$ cat config.mk
export PLATFORM = sky130hd
export DESIGN_NAME = sram_drain_ctrl
export DESIGN_NICKNAME = d
export VERILOG_FILES = /design/src/rtl/drain_pkg.sv /design/src/rtl/lane_adder_tree.sv /design/src/rtl/sram_drain_ctrl.sv
export SDC_FILE = /design/constraint.sdc
export NUM_CORES = 1
export LEC_CHECK = 0
export BUFFER_PORTS_ARGS = -buffer_cell sky130_fd_sc_hd__buf_4
export CORE_ASPECT_RATIO = 2
export CORE_MARGIN = 10
export CORE_UTILIZATION = 55
export CTS_CLUSTER_DIAMETER = 200
export DETAILED_ROUTE_END_ITERATION = 12
export GPL_ROUTABILITY_DRIVEN = 0
export HOLD_SLACK_MARGIN = 0.12
export PLACE_DENSITY_LB_ADDON = 0.1
export SETUP_SLACK_MARGIN = 0.5
export SYNTH_ARGS = -nofsm -noshare
export SYNTH_HDL_FRONTEND = slang
export SYNTH_HIERARCHICAL = 1
export SYNTH_SLANG_ARGS = --single-unit
$ cat constraint.sdc
create_clock -name CLK -period 13.1 [get_ports CLK]
set_input_delay 1.31 -clock CLK [delete_from_list [all_inputs] [get_ports CLK]]
set_output_delay 1.31 -clock CLK [all_outputs]
set_load 0.01 [all_outputs]
$ cat src/rtl/drain_pkg.sv
// drain_pkg: shared widths and FSM state encoding for the staging-buffer drain path
// No ports; imported by sram_drain_ctrl and lane_adder_tree.
package drain_pkg;
  localparam int SRAM_BIT = 128;
  localparam int DEPTH = 8;
  localparam int ADDR_W = 3;
  localparam int LANE_W = 16;
  localparam int LANES = SRAM_BIT / LANE_W;
  localparam int SUM_W = LANE_W + 3;
  localparam int TOT_W = SUM_W + 3;
  typedef enum logic [2:0] {IDLE, RD, CAP, OUT, DONE} state_e;
endpackage

$ cat src/rtl/lane_adder_tree.sv
// lane_adder_tree: combinational signed adder tree over the packed lanes of one word
// lanes_i : LANES*LANE_W packed lanes, lane i at [i*LANE_W +: LANE_W]
// sum_o   : signed sum of all lanes, SUM_W bits
module lane_adder_tree import drain_pkg::*; #(
  parameter int LANES = 8,
  parameter int LANE_W = 16,
  parameter int SUM_W = LANE_W + $clog2(LANES)
) (
  input  logic [LANES*LANE_W-1:0] lanes_i,
  output logic signed [SUM_W-1:0] sum_o
);
  // Heap-ordered tree: leaves at LANES-1.., node n sums children 2n+1 and 2n+2.
  logic signed [SUM_W-1:0] node [2*LANES-1];
  for (genvar i = 0; i < LANES; i++) begin : g_leaf
    assign node[LANES-1+i] = SUM_W'($signed(lanes_i[i*LANE_W +: LANE_W]));
  end
  for (genvar i = 0; i < LANES-1; i++) begin : g_node
    assign node[i] = node[2*i+1] + node[2*i+2];
  end
  assign sum_o = node[0];
endmodule

$ cat src/rtl/sram_drain_ctrl.sv
// sram_drain_ctrl: drains the 8-slot staging buffer into a valid/ready stream with lane sums
// CLK, rst            : clock, synchronous active-high reset
// en, full            : start a drain when both are high in IDLE
// sram_cen/wen/a/q    : buffer read port (cen active-low, wen tied high, q one cycle after read)
// out_data/sum/valid/ready : drained word, its lane sum, handshake
// tot_sum, drain_done : batch total, valid during the one-cycle done pulse
// drain_busy          : high outside IDLE; stalls the upstream writer
module sram_drain_ctrl import drain_pkg::*; #(
  parameter int SRAM_BIT = drain_pkg::SRAM_BIT,
  parameter int DEPTH = drain_pkg::DEPTH,
  parameter int ADDR_W = drain_pkg::ADDR_W,
  parameter int LANE_W = drain_pkg::LANE_W,
  parameter int SUM_W = LANE_W + 3,
  parameter int TOT_W = SUM_W + 3
) (
  input  logic                CLK,
  input  logic                rst,
  input  logic                en,
  input  logic                full,
  input  logic [SRAM_BIT-1:0] sram_q,
  output logic                sram_cen,
  output logic                sram_wen,
  output logic [ADDR_W-1:0]   sram_a,
  output logic [SRAM_BIT-1:0] out_data,
  output logic [SUM_W-1:0]    out_sum,
  output logic                out_valid,
  input  logic                out_ready,
  output logic [TOT_W-1:0]    tot_sum,
  output logic                drain_busy,
  output logic                drain_done
);
  localparam int LN = SRAM_BIT / LANE_W;
  state_e state_q, state_d;
  logic [ADDR_W-1:0] idx_q, idx_d;
  logic signed [TOT_W-1:0] acc_q, acc_d;
  logic [SRAM_BIT-1:0] data_q, data_d;
  logic signed [SUM_W-1:0] sum_q, sum_d, lane_sum;
  logic last;
  lane_adder_tree #(.LANES(LN), .LANE_W(LANE_W), .SUM_W(SUM_W)) u_tree (
    .lanes_i(sram_q),
    .sum_o(lane_sum)
  );
  assign last = idx_q == ADDR_W'(DEPTH - 1);
  always_comb begin
    state_d = state_q;
    idx_d = idx_q;
    acc_d = acc_q;
    data_d = data_q;
    sum_d = sum_q;
    case (state_q)
      IDLE: if (en && full) begin
        state_d = RD;
        idx_d = '0;
        acc_d = '0;
      end
      RD: state_d = CAP;
      CAP: begin
        state_d = OUT;
        data_d = sram_q;
        sum_d = lane_sum;
        acc_d = acc_q + TOT_W'(lane_sum);
      end
      OUT: if (out_ready) begin
        state_d = last ? DONE : RD;
        idx_d = last ? idx_q : idx_q + ADDR_W'(1);
      end
      DONE: state_d = IDLE;
      default: state_d = IDLE;
    endcase
  end
  always_ff @(posedge CLK) begin
    if (rst) begin
      state_q <= IDLE;
      idx_q <= '0;
      acc_q <= '0;
      data_q <= '0;
      sum_q <= '0;
    end else begin
      state_q <= state_d;
      idx_q <= idx_d;
      acc_q <= acc_d;
      data_q <= data_d;
      sum_q <= sum_d;
    end
  end
  assign sram_cen = state_q != RD;
  assign sram_wen = 1'b1;
  assign sram_a = idx_q;
  assign out_data = data_q;
  assign out_sum = sum_q;
  assign out_valid = state_q == OUT;
  assign tot_sum = state_q == DONE ? acc_q : '0;
  assign drain_busy = state_q != IDLE;
  assign drain_done = state_q == DONE;
endmodule

; After elaboration in Yosys (flattened, before gate mapping)
; Cells that the tools add are included.
[totals]
input_bits = 133
latch_bits = 0
mem_bits_ro = 0
ram_bits = 0
n_memories = 0
reg_bits = 175
output_inout_bits = 177
[classes]
n_mux = 11
magnitude_cmp = 0
reduce_logical = 8
bitwise_logic = 0
div = 0
shift = 0
n_mul = 0
eq_ne = 9
n_addsub = 9
[op_table]
columns = op, n
row1 = $add 16x16->17, 4
row2 = $mux 22, 2
row3 = $pmux 22 s2, 1
row4 = $add 17x17->18, 2
row5 = $add 22x19->22, 1
row6 = $add 18x18->19, 1
row7 = $mux 3, 6
row8 = $pmux 3 s4, 1
row9 = $eq 3x2->1 const B, 2
row10 = $eq 3x3->1 const B, 2
row11 = $pmux 3 s2, 1
row12 = $ne 2x2->1 const B, 2
row13 = $reduce_and 2->1, 2
row14 = $reduce_and 4->1, 1
row15 = $reduce_bool 2->1, 2
row16 = $add 3x1->3 const B, 1
row17 = $eq 3x1->1 const B, 1
row18 = $logic_not 3->1, 1
row19 = $ne 3x1->1 const B, 1
row20 = $reduce_bool 3->1, 1
row21 = $ne 2x1->1 const B, 1
row22 = $logic_and 1x1->1, 1

; Logic depth before layout (Yosys ltp)
; Gate-level depths: netlist of the first run.
[logic_depth]
depth_word = 5
depth_mapped = 29

; Modules after synthesis
; The synthesis of the first run kept the hierarchy.
[by_module_without_submodules]
columns = mod, n_inst, seq_area_each_um2, area_per_inst_um2, cells_per_inst
row1 = sram_drain_ctrl, 1, 3503.4, 7193.1, 928
row2 = lane_adder_tree, 1, 0.0, 4752.1, 618

; Worst setup path before layout of the first run
; No wires, ideal clock.
[synth_path]
kind = input-to-reg
startpoint = input sram_q[32]
endpoint = register acc_q[21]
path_stages = 28
setup_ns = 0.120
required_ns = 12.980
slack_ns = 5.736
arrival_time_ns = 7.244
path_buffers = 1
path_cell_list = ha_1 > fa_1 > a21oi_1 > o21ai_2 > a311o_1 > a21o_1 > a21oi_2 > xnor2_1 > fa_1 > inv_1 > fa_1 > inv_1 > ha_1 > buf_2 > nand3_1 > nor2_1 > nand2_1 > o21ai_1 > nor4_1 > nor3b_1 > ha_1 > a21o_1 > a21o_1 > a21oi_1 > o21ai_1 > or3_1 > and4b_1 > a211o_1
[synth_between]
elab_chain_len = 5
[synth_lines]
columns = item, line_no
row1 = "start, declared", sram_drain_ctrl.sv:20  ; input logic [SRAM_BIT-1:0] sram_q,
row2 = $add 16x16->17, lane_adder_tree.sv:18  ; assign node[i] = node[2*i+1] + node[2*i+2];
row3 = $add 17x17->18, lane_adder_tree.sv:18
row4 = $add 18x18->19, lane_adder_tree.sv:18
row5 = via lane_sum[18], sram_drain_ctrl.sv:37  ; logic signed [SUM_W-1:0] sum_q, sum_d, lane_sum;
row6 = $add 22x19->22, sram_drain_ctrl.sv:61  ; acc_d = acc_q + TOT_W'(lane_sum);
row7 = $pmux 22 s2, sram_drain_ctrl.sv:50  ; case (state_q)
row8 = "end signal, assigned", sram_drain_ctrl.sv:75  ; acc_q <= '0;
row9 = "end signal, assigned", sram_drain_ctrl.sv:81  ; acc_q <= acc_d;
row10 = "end, declared", sram_drain_ctrl.sv:35  ; logic signed [TOT_W-1:0] acc_q, acc_d;
; The timed path passes the listed nets, and every way through them passes these cells.
; A chain may end at the register's enable or synchronous reset.

; Worst setup path after layout of the first run
[layout_path]
startpoint = input sram_q[36]
endpoint = register acc_q[21]
; Same word-level chain as after synthesis.

==> qor.yml, run 1 <==
io_pins: 310
power_frac_clock_pct: 13.6
finalInstanceArea_mm2: 0.0149
cts_inserted_buffers: 17
synth_most_common_cell: "nand2_1"
vias: 12000
drt-total-wl_um: 39500
switchingPower_mw: 1.81
fp-row-count: 76
instances_no_fill: 2092
area_delta_synth_final_pct: 25.1
ys_types: 71
finalCriticalPeriod_ns: 7.72
place_area_mm2: 0.0144
clk_pin_slew_ns: 0.06
synth.area.top_cells: "dfxtp_1 (29%), nand2_1 (11%), ha_1 (11%)"
cts_root_buf: "clkbuf_16"
initial_core_util_pct: 55.6
drv_cap: 0
die_area_mm2: 0.0284
grt_max_degree: 89
combPwrFrac_pct: 68.8
postCtsSetupBuffers: 0
ant_nets: 0
timing_hold_violations_final: 0
fin_ws_ns: 5.38
synth_flop_cell: "dfxtp_1"
worstMarginPinSlew_ns: 1.02
avgSynthCellArea_um2: 7.73
drc_errors: 0
crit_required_ns: 13.45
vias_per_cell: 5.73
overflow: 0
crit_arrival_ns: 8.07
antenna_found_initial: 0
core_mm2: 0.0215
final_max_slew_viol_count: 0
die_x_um: 124
ir_drop_mv: 0.200
syn_nets: 1824
netlist_area_mm2: 0.0119
ys_ff_latch: 175
drive_gt1_share_pct: 19.6
pwr-share-seq_pct: 17.6
status: "finished, final reports clean"
critPathKind: "input port to flop"
start_kind: "input port"
drt_iter0_markers: 679
p_per_area_mw_per_mm2: 249
slew_headroom_pct: 32.0
cts-hold-fix-buffers: 0
swShare_pct: 48.6
dp_hpwl_um: 31700
syn_inst: 1546
yosysWarnings: 6
cellInternalPower_mw: 1.92
clock.fmax_mhz: 130
grt_pass1_vias: 11800
n_antenna_cell: 0
hold_path.class: "flop to flop"
synthArstFlopShare_pct: 0
worstSetupEndpointType: "flop"
whs_ns: 0.453
final_util_pct: 69.6
setup_tns_ns: 0
cellLeakagePower_nw: 6.75
setup-violations-final: 0
dieHeight_um: 228
clkSinkCount: 175
skew_ns: 0.00624
cts_tree: "done"
cts.path.max_buffers: 2
grt_usage_pct: 26.8
synth_top_cell_by_area: "dfxtp_1"
r2r_slack_ns: 10.41
cts_resized: 0
grt_setup_unrepaired: "false"
clock_latency_ns: 0.46
htreeDepth: 4
numPortBuffers: 308
wl_per_cell_um: 18.9
fillers: 1861
p_total_mw: 3.73
place_inst: 2061
min_period_over_period_pct: 58.9
place_ws_ns: 4.99
yosys.area.top_type_share_pct: 29.3
layout.nets: 2085
path_max_fanout: 10
drtPass1Iterations: 5
yosys-top-cells-count: "nand2_1 (359), a21oi_1 (227), dfxtp_1 (175), ha_1 (105), inv_1 (81)"
synth_edf_count: 0
seq_area_frac_synth_pct: 29.3
grt_pass1_wl_um: 62300
## critical path: stages
cell and delay, ns:
buf_4 0.12, ha_1 0.41, a2111oi_4 0.41, o21ai_0 0.21, a21boi_0 0.49, o21ai_0 0.21
xor2_1 0.18, fa_1 0.49, inv_1 0.06, fa_1 0.53, inv_1 0.04, ha_1 0.44
nand3_1 0.11, nor2_1 0.14, nand2_1 0.13, o21ai_1 0.27, nor4_1 0.09, nor3b_1 0.55
ha_1 0.41, a21o_1 0.19, a21o_1 0.17, a21oi_1 0.15, o21ai_1 0.09, or3_1 0.37
and4b_1 0.21, a211o_1 0.25
## cells in the final DEF (no fill, tap or decap), types with 16 or more instances in the layout
master and n:
fa_1 40, a211oi_1 16, xor2_1 33, xnor2_1 40
dfxtp_1 175, clkbuf_16 17, nand3_1 23, nand2_1 358
a21o_1 31, ha_1 105, a21oi_1 227, buf_4 312
and2_1 28, nor2_1 62, inv_1 81, o21ai_0 61
o21a_1 20
## per-layer routing
metal  GRT usage (%)  share of wire, %
met1            25.0                33
met2            51.4                55
met3            6.08               5.4
met4            15.5               5.7
met5               0                 0
## registers in the layout (all words and copies together), names as in the netlist
name,cells
acc_q,22
out_data,128
out_sum,19
sram_a,3
state_q,3
## power groups by stage
stage          clock [mW]  combinational, mW  sequential (mW)
2_1_floorplan           0               1.88            0.680
3_3_place_gp            0               2.45            0.665
3_5_place_dp            0               2.51            0.668
4_1_cts             0.515               2.53            0.657
5_1_grt             0.531               2.86            0.667
6_report            0.506               2.57            0.656
## path summary, 6_finish.rpt
| check | startpoint | endpoint | cells past startpoint |
|---|---|---|---|
| hold reg to reg | out_data[46] | out_data[46] | 2 |
| hold / removal | out_data[46] | out_data[46] | 2 |
| setup reg to reg | state_q[0] | out_data[48] | 5 |
| setup / recovery | sram_q[36] | acc_q[21] | 26 |
## layout make-up
cell class / count / area, um^2 / share of cell area (%)
repair buffers: 312 / 2340 / 15.7
clock buffers: 23 / 498 / 3.33
clock inverters: 8 / 80.1 / 0.536
well taps: 273 / 342 / 2.29
flip-flops and latches: 175 / 3500 / 23.4
inverters: 81 / 304 / 2.03
multi-input cells: 1220 / 7880 / 52.7
## cell families after synthesis
| family | Yosys count | synth area share (%) |
|---|---|---|
| buf+inv | 151 | 4.84 |
| flops | 175 | 29.3 |
| mux | 2 | 0.168 |
| compound gates | 450 | 22.7 |
| simple gates | 549 | 19.9 |
| other cells | 1 | 0.0314 |
| xor+xnor | 73 | 5.35 |
| fa+ha+maj | 145 | 17.7 |
Power figures use the tool's default switching activity.
==> run 2, diff against run 1 <==
--- a/config.mk
+++ b/config.mk
@@ -8,7 +8,7 @@
 export BUFFER_PORTS_ARGS = -buffer_cell sky130_fd_sc_hd__buf_4
 export CORE_ASPECT_RATIO = 2
 export CORE_MARGIN = 10
-export CORE_UTILIZATION = 55
+export CORE_UTILIZATION = 54
 export CTS_CLUSTER_DIAMETER = 200
 export DETAILED_ROUTE_END_ITERATION = 12
 export GPL_ROUTABILITY_DRIVEN = 0
==> constraint.sdc (replaced) <==
create_clock -name CLK -period 7.6 [get_ports CLK]
set_input_delay 0.76 -clock CLK [delete_from_list [all_inputs] [get_ports CLK]]
set_output_delay 0.76 -clock CLK [all_outputs]
set_load 0.01 [all_outputs]
==> run 2 against run 1 <==
Effect of this change:
- final area is 0.35% higher
- non-clock buffer count is 4 higher
- clock power is 75% higher
- global-route usage is 0.69 points lower
- routed wire length is 0.42% lower
- register-to-register slack worse by 5.5 ns
- largest cell class unchanged
==> qor.yml, run 2 (synthesis gave the netlist of run 1 again) <==
layout.nets: 2089  # +0.19%
io_pins: 310  # unchanged
crit_required_ns: 7.95  # -5.50 ns
largest_reg_flops: 128  # unchanged
final_common_cell: "nand2_1"
grt_usage_pct: 26.1  # -0.69 points
critical_path.top_delay_family: "compound AO/OA/AOI/OAI gates"
slew_headroom_pct: 31.7  # -0.31 points
ant_nets: 0  # unchanged
cts_resized: 0  # unchanged
critPathKind: "input port to flop"
pwr-share-seq_pct: 17.5  # about the same
clkSinkCount: 175  # unchanged
dieHeight_um: 230  # +0.84%
cts.path.max_buffers: 2  # unchanged
p_per_area_mw_per_mm2: 430  # +72%
instances_no_fill: 2101  # +0.43%
min_period_over_period_pct: 90.4
fp-row-count: 77  # +1.3%
crit_arrival_ns: 7.22  # -0.85 ns
drtPass1Iterations: 5  # unchanged
worstPathBufferInverterCount: 3  # unchanged
path_max_fanout: 7  # -3
final_cell_mix: "nand2_1 (358), buf_4 (316), a21oi_1 (227)"
multi_input_area_mm2: 0.00789  # +0.17%
grt_pass1_vias: 11700  # -0.95%
grt_pass1_wl_um: 61400  # -1.4%
clock_latency_ns: 0.45  # about the same
setup-violations-final: 0  # unchanged
overflow: 0  # unchanged
clock.fmax_mhz: 146
htreeDepth: 4  # unchanged
wl_per_cell_um: 18.7  # -0.85%
initial_core_util_pct: 54.4  # -1.2 points
worstSetupEndpointType: "flop"
ir_drop_mv: 0.421  # +110%
skew_ns: 0.00688  # +0.000639 ns
start_kind: "input port"
cts-hold-fix-buffers: 0  # unchanged
timing_hold_violations_final: 0  # unchanged
switchingPower_mw: 3.11  # +72%
path_common_cell: "ha_1"
slowest_delay_ns: 0.53  # -0.02 ns
vias_per_cell: 5.64  # -1.7%
die_x_um: 125  # +0.78%
core_mm2: 0.0220  # +2.2%
setup_tns_ns: 0  # unchanged
drt-total-wl_um: 39300  # -0.42%
cts_root_buf: "clkbuf_16"
swShare_pct: 48.3  # -0.32 points
cellLeakagePower_nw: 6.77  # +0.28%
vias: 11800  # -1.2%
dp_hpwl_um: 31700  # about the same
power_frac_clock_pct: 13.7  # about the same
combPwrFrac_pct: 68.8  # about the same
die_area_mm2: 0.0288  # +1.6%
area_delta_synth_final_pct: 25.6
clk_pin_slew_ns: 0.07  # about the same
final_max_slew_viol_count: 0  # unchanged
p_total_mw: 6.44  # +73%
cts_tree: "done"
fillers: 1916  # +3.0%
cellInternalPower_mw: 3.33  # +74%
finalCriticalPeriod_ns: 6.87
drv_cap: 0  # unchanged
grt_setup_unrepaired: "false"
drc_errors: 0  # unchanged
final-seq-area_mm2: 0.00350  # unchanged
cts_inserted_buffers: 17  # unchanged
place_inst: 2068  # +0.34%
hold_path.class: "flop to flop"
whs_ns: 0.454  # +0.00103 ns
antenna_found_initial: 1  # +1
worstMarginPinSlew_ns: 1.02  # +0.00469 ns
drive_gt1_share_pct: 20.0  # +0.38 points
status: "finished, final reports clean"
critPathSlowestCell: "fa_1"
drt_iter0_markers: 694  # +2.2%
numPortBuffers: 308  # unchanged
postCtsSetupBuffers: 0  # unchanged
grt_max_degree: 87  # -2.2%
-- run 2: cell count changes in the layout (fill, tap and decap cells not counted), moves of 2 or more --
cell	change
a2111oi_0	-2
a2111oi_1	+2
buf_4	+4
clkbuf_8	-4
clkinv_2	+2
ha_1	-2
ha_2	+2
-- run 2: path summary, 6_finish.rpt --
check	from	end	slack, ns	cells after the start
setup / recovery	sram_q[65]	acc_q[21]	0.73	26
hold / removal	out_data[80]	out_data[80]	0.45	2
setup reg to reg	acc_q[0]	acc_q[20]	4.96	10
hold reg to reg	out_data[80]	out_data[80]	0.45	2
-- run 2: through the flow --
step / worst slack [ns] / utilization [%] / instance area (um^2)
global placement: 0.401 / 65.6 / 14400
floorplan: 0.786 / - / 11900
detailed placement: 0.349 / 65.6 / 14400
finish: 0.733 / 68.3 / 15000
global route: 0.500 / 68.3 / 15000
CTS: 0.816 / 68.2 / 15000
-- run 2: power groups by stage --
stage / Combinational [mW] / Clock, mW / Sequential, mW
floorplan: 3.24 / 0 / 1.17
detailed placement: 4.33 / 0 / 1.15
finish: 4.43 / 0.884 / 1.13
global placement: 4.23 / 0 / 1.14
global route: 4.92 / 0.930 / 1.15
CTS: 4.36 / 0.893 / 1.13
-- run 2: final cells by class --
cell class,instances,share of cell area (%)
antenna,1,0.0167
clock buffer,19,2.95
clock inverter,13,0.918
inverter,81,2.03
multi-input combinational,1220,52.6
sequential,175,23.4
tap,276,2.30
timing repair buffer,316,15.8
-- run 2: layer usage --
layer / up-vias / share of wire, % / track usage (%)
met5: - / 0 / 0
met4: 0 / 5.3 / 14.7
met3: 98 / 4.6 / 5.65
met2: 320 / 55 / 50.1
met1: 5583 / 35 / 24.8
li1: 5840 / - / -
-- run 2: worst min-delay path: cells and delay by family (launching register included) --
kind | cells | cell delay (ns)
simple gates | 1 | 0.05
flops | 1 | 0.31
compound gates | 1 | 0.05
==> run 3, diff against run 2 <==
--- a/config.mk
+++ b/config.mk
@@ -6,6 +6,7 @@
 export NUM_CORES = 1
 export LEC_CHECK = 0
 export BUFFER_PORTS_ARGS = -buffer_cell sky130_fd_sc_hd__buf_4
+export CAP_MARGIN = 5
 export CORE_ASPECT_RATIO = 2
 export CORE_MARGIN = 10
 export CORE_UTILIZATION = 54
@@ -14,6 +15,8 @@
 export GPL_ROUTABILITY_DRIVEN = 0
 export HOLD_SLACK_MARGIN = 0.12
 export PLACE_DENSITY_LB_ADDON = 0.1
+export RECOVER_POWER = 25
+export REMOVE_ABC_BUFFERS = 1
 export SETUP_SLACK_MARGIN = 0.5
 export SYNTH_ARGS = -nofsm -noshare
 export SYNTH_HDL_FRONTEND = slang
==> run 3 against run 2 <==
Effect of this change:
- the run now ends with max-capacitance violations, max-slew violations left
- power is 0.59% lower
- non-clock buffer count rose by 3
- cell count about the same
- first-iteration DRC count down 5.5%
- setup slack improved by 0.062 ns
- final area decreased by 1.9%
- sequential power about the same
- combinational power is essentially flat
- largest cell class unchanged
- highest routed layer unchanged
==> qor.yml, run 3 (synthesis gave the netlist of run 1 again) <==
status: "finished, violations left"
failed_checks: "max-capacitance violations, max-slew violations"
min_period_over_period_pct: 89.5  # -0.82 points
switchingPower_mw: 3.12  # +0.16%
fillers: 2040  # +6.5%
dieHeight_um: 230  # unchanged
crit_required_ns: 7.94  # about the same
initial_core_util_pct: 54.4  # unchanged
cts_inserted_buffers: 17  # unchanged
n_antenna_cell: 0  # -1
wl_met2_um: 20600  # -5.7%
ant_nets: 0  # unchanged
grt_max_degree: 81  # -6.9%
vias_per_cell: 5.63  # -0.14%
timing_hold_violations_final: 0  # unchanged
swShare_pct: 48.6  # +0.36 points
hold_path.class: "flop to flop"
place_inst: 2070  # +0.097%
route.layer.met1.wl_um: 13300  # -2.4%
final_cell_mix: "nand2_1 (358), buf_4 (233), a21oi_1 (224)"
drt-total-wl_um: 38100  # -3.1%
final-seq-area_mm2: 0.00350  # unchanged
clkSinkCount: 175  # unchanged
area_delta_synth_final_pct: 23.2
grt_pass1_vias: 11800  # +0.95%
finalCriticalPeriod_ns: 6.80  # -0.0625 ns
numPortBuffers: 308  # unchanged
instances_no_fill: 2103  # +0.095%
drv_cap: 1  # +1
cellLeakagePower_nw: 6.42  # -5.2%
drtPass1Iterations: 5  # unchanged
skew_ns: 0.00867  # +0.00179 ns
io_pins: 310  # unchanged
antenna_found_initial: 0  # -1
overflow: 0  # unchanged
start_kind: "input port"
ir_drop_mv: 0.370  # -12%
die_area_mm2: 0.0288  # unchanged
slowest_delay_ns: 0.52  # about the same
wl_per_cell_um: 18.1  # -3.2%
final_max_slew_viol_count: 67  # +67
clock.fmax_mhz: 147  # +0.92%
top_layer_used: "met4"
combPwrFrac_pct: 69.0  # +0.2 points
crit_arrival_ns: 7.15  # -0.07 ns
critPathKind: "input port to flop"
drt_iter0_markers: 656  # -5.5%
cts-hold-fix-buffers: 0  # unchanged
worstMarginPinSlew_ns: 3.06  # +2.04 ns
cts_tree: "done"
worstPathBufferInverterCount: 4  # +1
dp_hpwl_um: 30500  # -3.9%
fp-row-count: 77  # unchanged
p_per_area_mw_per_mm2: 435  # +1.3%
worstSetupEndpointType: "flop"
critical_path.top_delay_family: "compound AO/OA/AOI/OAI gates"
cellInternalPower_mw: 3.29  # -1.3%
grt_usage_pct: 25.3  # -0.86 points
met3_length_um: 2060  # +15%
die_x_um: 125  # unchanged
layout.nets: 2092  # +0.14%
htreeDepth: 4  # unchanged
clk_pin_slew_ns: 0.07  # about the same
clock_latency_ns: 0.46  # about the same
pwr-share-seq_pct: 17.6  # about the same
largest_reg_flops: 128  # unchanged
drc_errors: 0  # unchanged
cts.path.max_buffers: 2  # unchanged
cts_root_buf: "clkbuf_16"
final_common_cell: "nand2_1"
slew_headroom_pct: -104  # -140 points
final_util_pct: 67.0  # -1.3 points
vias: 11800  # -0.042%
multi_input_area_mm2: 0.00793  # +0.41%
drive_gt1_share_pct: 15.8  # -4.2 points
grt_pass1_wl_um: 59800  # -2.7%
grt_setup_unrepaired: "false"
power_frac_clock_pct: 13.4  # -0.3 points
setup_tns_ns: 0  # unchanged
core_mm2: 0.0220  # unchanged
setup-violations-final: 0  # unchanged
critPathSlowestCell: "fa_1"
path_max_fanout: 9  # +2
[run 3: path summary, 6_finish.rpt]
kind,startpoint,endpoint,slack [ns],cells after the start
setup / recovery,sram_q[32],acc_q[21],0.80,28
hold / removal,out_data[96],out_data[96],0.45,2
setup reg to reg,state_q[0],acc_q[21],4.77,6
hold reg to reg,out_data[96],out_data[96],0.45,2
[run 3: tightest hold or removal path: cells and delay by family, from the launching register on]
family           cells  cell delay (ns)
AND/OR/NAND/NOR      1             0.05
flip-flops           1             0.31
AO/OA/AOI/OAI        1             0.05
[run 3: what timing repair did]
action	in CTS	in global routing
setup endpoints to repair	0	4
setup buffers	0	1
resized for setup	0	14
[run 3: area by class of cell]
class | count | share of cell area, %
flip-flops and latches | 175 | 23.8
well taps | 276 | 2.35
multi-input cells | 1220 | 53.9
inverters | 81 | 2.07
clock buffers | 19 | 2.94
clock inverters | 13 | 0.893
repair buffers | 319 | 14.1
[run 3: power groups by stage]
stage                     sequential (mW)  clock [mW]  combinational [mW]
after global placement               1.14           0                4.23
after CTS                            1.13       0.869                4.35
after floorplan                      1.17           0                3.21
final                                1.13       0.858                4.42
after detailed placement             1.15           0                4.33
after global routing                 1.14       0.911                4.92
[run 3: metal layers]
metal  global-route usage (%)  up-vias
met3                     5.92      111
met5                        0        -
met1                     24.1     5536
met2                     47.3      357
li1                         -     5832
met4                     15.7        0
[run 3: stage by stage]
step                area (um^2)  setup WS, ns  total power [mW]  hold WS [ns]
floorplan                 11700         0.773              4.39         0.438
global placement          14400         0.211              5.38         0.442
detailed placement        14400        0.0954              5.48         0.447
CTS                       15000         0.582              6.35         0.456
global route              14700         0.433              6.97         0.466
finish                    14700         0.796              6.40         0.454
